<file path="src/rtl/nibble_serial_subtractor.sv">
// nibble_serial_subtractor
// Multi-word unsigned subtractor that works through the operands one 4-bit
// nibble per clock, least significant nibble first. The borrow between
// nibbles is registered. Each 4-bit slice is built from the same 1-bit
// full-subtractor equations as the ripple subtractor slice.
//
// Handshake: a transfer happens on a rising clock edge where valid and ready
// are both high. The producer holds its payload stable while valid is high.
// The consumer may raise ready at any time. in_ready and out_valid are
// decoded from registered state only, so neither has a combinational path
// from any input.
module nibble_serial_subtractor #(
    parameter int NIBBLES = 4               // legal range 1..16
) (
    input  logic                   clk,
    input  logic                   rst,
    input  logic                   in_valid,
    output logic                   in_ready,
    input  logic [4*NIBBLES-1:0]   a,
    input  logic [4*NIBBLES-1:0]   b,
    input  logic                   bin,
    output logic                   out_valid,
    input  logic                   out_ready,
    output logic [4*NIBBLES-1:0]   diff,
    output logic                   bout,
    output logic                   busy,
    output logic [1:0]             state_dbg
);

    localparam int W  = 4 * NIBBLES;
    // The index register needs at least one bit, including when NIBBLES == 1.
    localparam int IW = (NIBBLES > 1) ? $clog2(NIBBLES) : 1;
    localparam logic [IW-1:0] LAST_IDX = IW'(NIBBLES - 1);

    typedef enum logic [1:0] {
        IDLE = 2'd0,
        RUN  = 2'd1,
        DONE = 2'd2
    } state_t;

    state_t          state;
    state_t          state_next;

    logic [W-1:0]    a_reg;
    logic [W-1:0]    b_reg;
    logic [W-1:0]    diff_reg;
    logic            bout_reg;
    logic            borrow;
    logic [IW-1:0]   idx;

    logic            accept;
    logic            last_nibble;
    logic [3:0]      a_nib;
    logic [3:0]      b_nib;
    logic [3:0]      nib_d;
    logic            nib_bo;
    logic [W-1:0]    diff_next;

    // 4-bit ripple of 1-bit full subtractors. The result is {borrow_out, difference}.
    function automatic logic [4:0] sub_nibble(input logic [3:0] x,
                                              input logic [3:0] y,
                                              input logic       bi);
        logic [3:0] d;
        logic       br;
        d  = 4'd0;
        br = bi;
        for (int i = 0; i < 4; i++) begin
            d[i] = x[i] ^ y[i] ^ br;
            br   = (~x[i] & (y[i] ^ br)) | (y[i] & br);
        end
        return {br, d};
    endfunction

    assign accept      = (state == IDLE) && in_valid;
    assign last_nibble = (idx == LAST_IDX);

    // Select the current operand nibbles and form the updated diff word.
    always_comb begin
        a_nib     = a_reg[idx*4 +: 4];
        b_nib     = b_reg[idx*4 +: 4];
        {nib_bo, nib_d} = sub_nibble(a_nib, b_nib, borrow);
        diff_next = diff_reg;
        diff_next[idx*4 +: 4] = nib_d;
    end

    // State register. An asynchronous reset abandons any operation in flight.
    always_ff @(posedge clk or posedge rst) begin
        if (rst) begin
            state <= IDLE;
        end else begin
            state <= state_next;
        end
    end

    // Next-state logic and outputs decoded from the registered state.
    always_comb begin
        state_next = state;
        in_ready   = 1'b0;
        out_valid  = 1'b0;
        busy       = 1'b0;
        case (state)
            IDLE: begin
                in_ready = 1'b1;
                if (in_valid) begin
                    state_next = RUN;
                end
            end
            RUN: begin
                busy = 1'b1;
                if (last_nibble) begin
                    state_next = DONE;
                end
            end
            DONE: begin
                busy      = 1'b1;
                out_valid = 1'b1;
                if (out_ready) begin
                    state_next = IDLE;
                end
            end
            default: begin
                state_next = IDLE;
            end
        endcase
    end

    // Operand capture on accept, then one nibble per RUN cycle. The result
    // registers hold their value through DONE and IDLE until the next accept.
    always_ff @(posedge clk or posedge rst) begin
        if (rst) begin
            a_reg    <= '0;
            b_reg    <= '0;
            diff_reg <= '0;
            bout_reg <= 1'b0;
            borrow   <= 1'b0;
            idx      <= '0;
        end else if (accept) begin
            a_reg    <= a;
            b_reg    <= b;
            diff_reg <= '0;
            borrow   <= bin;
            idx      <= '0;
        end else if (state == RUN) begin
            diff_reg <= diff_next;
            borrow   <= nib_bo;
            if (last_nibble) begin
                bout_reg <= nib_bo;
            end else begin
                idx <= idx + IW'(1);
            end
        end
    end

    assign diff      = diff_reg;
    assign bout      = bout_reg;
    assign state_dbg = state;

endmodule

</file>
<file path="config.mk">
export PLATFORM = sky130hd
export DESIGN_NAME = nibble_serial_subtractor
export DESIGN_NICKNAME = d
export VERILOG_FILES = /design/src/rtl/nibble_serial_subtractor.sv
export SDC_FILE = /design/constraint.sdc
export NUM_CORES = 1
export LEC_CHECK = 0
export ABC_AREA = 1
export CORE_MARGIN = 2
export CORE_UTILIZATION = 51
export DETAILED_ROUTE_END_ITERATION = 16
export MAX_ROUTING_LAYER = met4
export PLACE_DENSITY_LB_ADDON = 0.3
export SLEW_MARGIN = 40
export SYNTH_ARGS = -nofsm -noshare
export SYNTH_HDL_FRONTEND = slang
export SYNTH_SLANG_ARGS = --single-unit
</file>
<file path="constraint.sdc">
create_clock -name clk -period 3.6 [get_ports clk]
set_clock_uncertainty 0.15 [all_clocks]
set_input_delay 0.54 -clock clk [delete_from_list [all_inputs] [get_ports clk]]
set_output_delay 0.54 -clock clk [all_outputs]
set_load 0.02 [all_outputs]
</file>
==> run metrics <==
die area=around 6000 um^2; hold buffer count at cts=0; CTS Buf Count=5; syn_area_per_cell=roughly 8 um^2; ANT cells=0; Final setup viols=0; Setup crit end kind=flop; #FFs+latches synth=between 50 and 60; critical path's largest stage delay=between 0.5 and 0.6 ns; Least-Margin Pin Slew=0.640 ns; setup bufs post-CTS=0; VDD IR max=between 300 and 400 uV; most common cell after layout, fill and taps aside=nand2_1; antenna violations before repair=0; H-tree Lvls=2; Area Overhead vs Synth=25.2%; Final Max Tran Viols=0; Clock Power Share=0.167; M3 GR Usage=0.0453; Max Fanout on Critical Path=12; Arrival @ worst endpoint=3.45 ns; setup ws final=around 0.25 ns; chip width=roughly 78 um; initial core utilization=0.535; Period Utilization, post-route=0.932; clk_lat worst skew=0.30 ns; Place WS=between 0.3 and 0.4 ns; Antenna Nets Post-Route=0; routability cong.=0.912; crit-path cells=inv_1 > a21oi_1 > o21ai_0 > nand2_1 > fa_1 > inv_1 > fa_1 > fa_1 > inv_1 > fa_1 > inv_1 > nand2_1 > nor2_1 > nand3_1 > nand2_1; WL/cell=12.4 um; nets@finish=around 450; Flop pwr share=0.334; row cnt=26; Buf/Inv on CP=4; Rel. slew slack=0.574; post-DP HPWL=between 4 and 5 mm; sw frac=0.435; Chip Height=between 70 and 80 um; total wire length=a little under 6 mm; status=finished clean; CP startpoint kind=flop; Power Density=between 800 and 900 nW/um^2; NetSw=between 1 and 1.5 mW; grt met1 use=0.294; total iterations of the first detailed-routing run=4; GRT Residual Overflow=0; most frequent cells in the layout=158 x nand2_1, 58 x clkdlybuf4s50_1, 54 x dfrtp_1; Critical Path RT=between 3 and 4 ns; share of cells above drive strength 1=0.0476; Clk pin slew, worst setup/hold paths=0.09 ns; setup TNS=0 ns; Ys Warns=0; # IOs=59; fin crit period=approximately 3.4 ns; CORE AREA=just over 5000 um^2; sequential share of the synthesized area=0.489; worst hold-check path type=reg2reg; critical path class=reg2reg; CTS tree=yes; crit-path leading delay family=adder cells; PostCTS Resize Cnt=0; CTS Buffer Depth=2; synth top area cells=dfrtp_1 49%, nand2_1 21%, nand3_1 5.4%; fillers=approximately 430; Post-Syn Area=2770 um^2; TritonCTS Sinks=54; Crit-path slowest cell=dfrtp_1; GRT Total Usage=0.219; register area=1350 um^2; post-synth cell types=23; Iteration-0 DRC Markers=approximately 120; first-pass GRT wire length=10.3 mm; Root Driver=clkbuf_8; top-area cell type share of the netlist area=0.489; area occupied by multi-input gates=around 1200 um^2; busiest grt layer=met2; GR met2 Demand/Resource=0.336; largest net degree at the start of global routing=55; vias in the first global route=roughly 2300; internal power=1.66 mW; Residual DRC=0; cell count after synthesis=roughly 350; Post-Syn Nets=~390; RSZ-0062 raised after global routing=false; fmax=about 0.30 GHz; Logic pwr share=0.500; Buffers on Ports=58; P_leak=between 1.5 and 2 nW; MaxCap Viol Count=0; final hold vios=0; leading area contributor after synthesis=dfrtp_1; Via Count=about 2300; Vias/cell=between 4 and 5
[layer usage]
layer / part of all wire / routed length, um
met5: 0 / 0
met2: 0.46 / 2650
met3: 0.054 / 316
met4: 0.015 / 87
met1: 0.47 / 2760
[power by group through the flow]
stage / Sequential, mW / Clock (mW) / Combinational [mW]
6_report: 0.979 / 0.489 / 1.47
5_1_grt: 1.01 / 0.523 / 1.68
4_1_cts: 0.977 / 0.496 / 1.46
3_5_place_dp: 0.987 / 0 / 1.46
3_3_place_gp: 0.982 / 0 / 1.40
2_1_floorplan: 0.989 / 0 / 1.06
[metrics by stage]
step	hold slack (ns)	area, um^2	power [mW]	std cells	util
after global placement	0.312	3320	2.38	461	0.642
final	0.338	3460	2.93	469	0.670
after CTS	0.341	3460	2.94	469	0.670
after detailed placement	0.316	3320	2.44	461	0.642
after floorplan	0.294	2770	2.05	346	-
after global routing	0.358	3460	3.20	469	0.670
[kinds of logic (layout without fill, tap and decap cells)]
kind of cell,count (synthesis),after routing,share of synthesized area
simple gates,211,211,0.314
compound gates,26,26,0.0493
flops,54,54,0.489
buf+inv,44,97,0.0873
fa+ha+maj,11,11,0.0606
[cells in the mapped netlist (all sizes together)]
cell	n
a21oi	4
a31oi	1
buf	15
clkinv	1
dfrtp	54
fa	4
ha	7
inv	28
nand2	161
nand3	31
nand4	2
nor2	17
o211ai	2
o21ai	19
[worst reg2reg max path: stages, from the launching register on]
cell,delay (ns)
dfrtp_1,0.55
inv_1,0.28
a21oi_1,0.20
o21ai_0,0.11
nand2_1,0.09
fa_1,0.16
inv_1,0.05
fa_1,0.38
fa_1,0.38
inv_1,0.08
fa_1,0.41
inv_1,0.12
nand2_1,0.09
nor2_1,0.11
nand3_1,0.09
nand2_1,0.08
[area by class of cell]
cell class / count / area share
tap: 70 / 0.0253
timing repair buffer: 60 / 0.172
inverter: 29 / 0.0329
clock inverter: 2 / 0.0173
multi-input combinational: 248 / 0.339
sequential: 54 / 0.390
clock buffer: 6 / 0.0238
[worst paths after layout]
path,from,to,slack [ns],cells after the start
worst max-delay path,idx[1]$_DFFE_PP0P_,diff[7]$_DFFE_PP0P_,0.25,15
worst min-delay path,b_reg[5]$_DFFE_PP0P_,b_reg[5]$_DFFE_PP0P_,0.34,2
worst max register to register,idx[1]$_DFFE_PP0P_,diff[7]$_DFFE_PP0P_,0.25,15
worst min register to register,b_reg[5]$_DFFE_PP0P_,b_reg[5]$_DFFE_PP0P_,0.34,2
max in group asynchronous,rst,diff[1]$_DFFE_PP0P_,2.34,2
min in group asynchronous,rst,a_reg[9]$_DFFE_PP0P_,0.54,2
No activity file was read; power rests on OpenSTA's default activity.
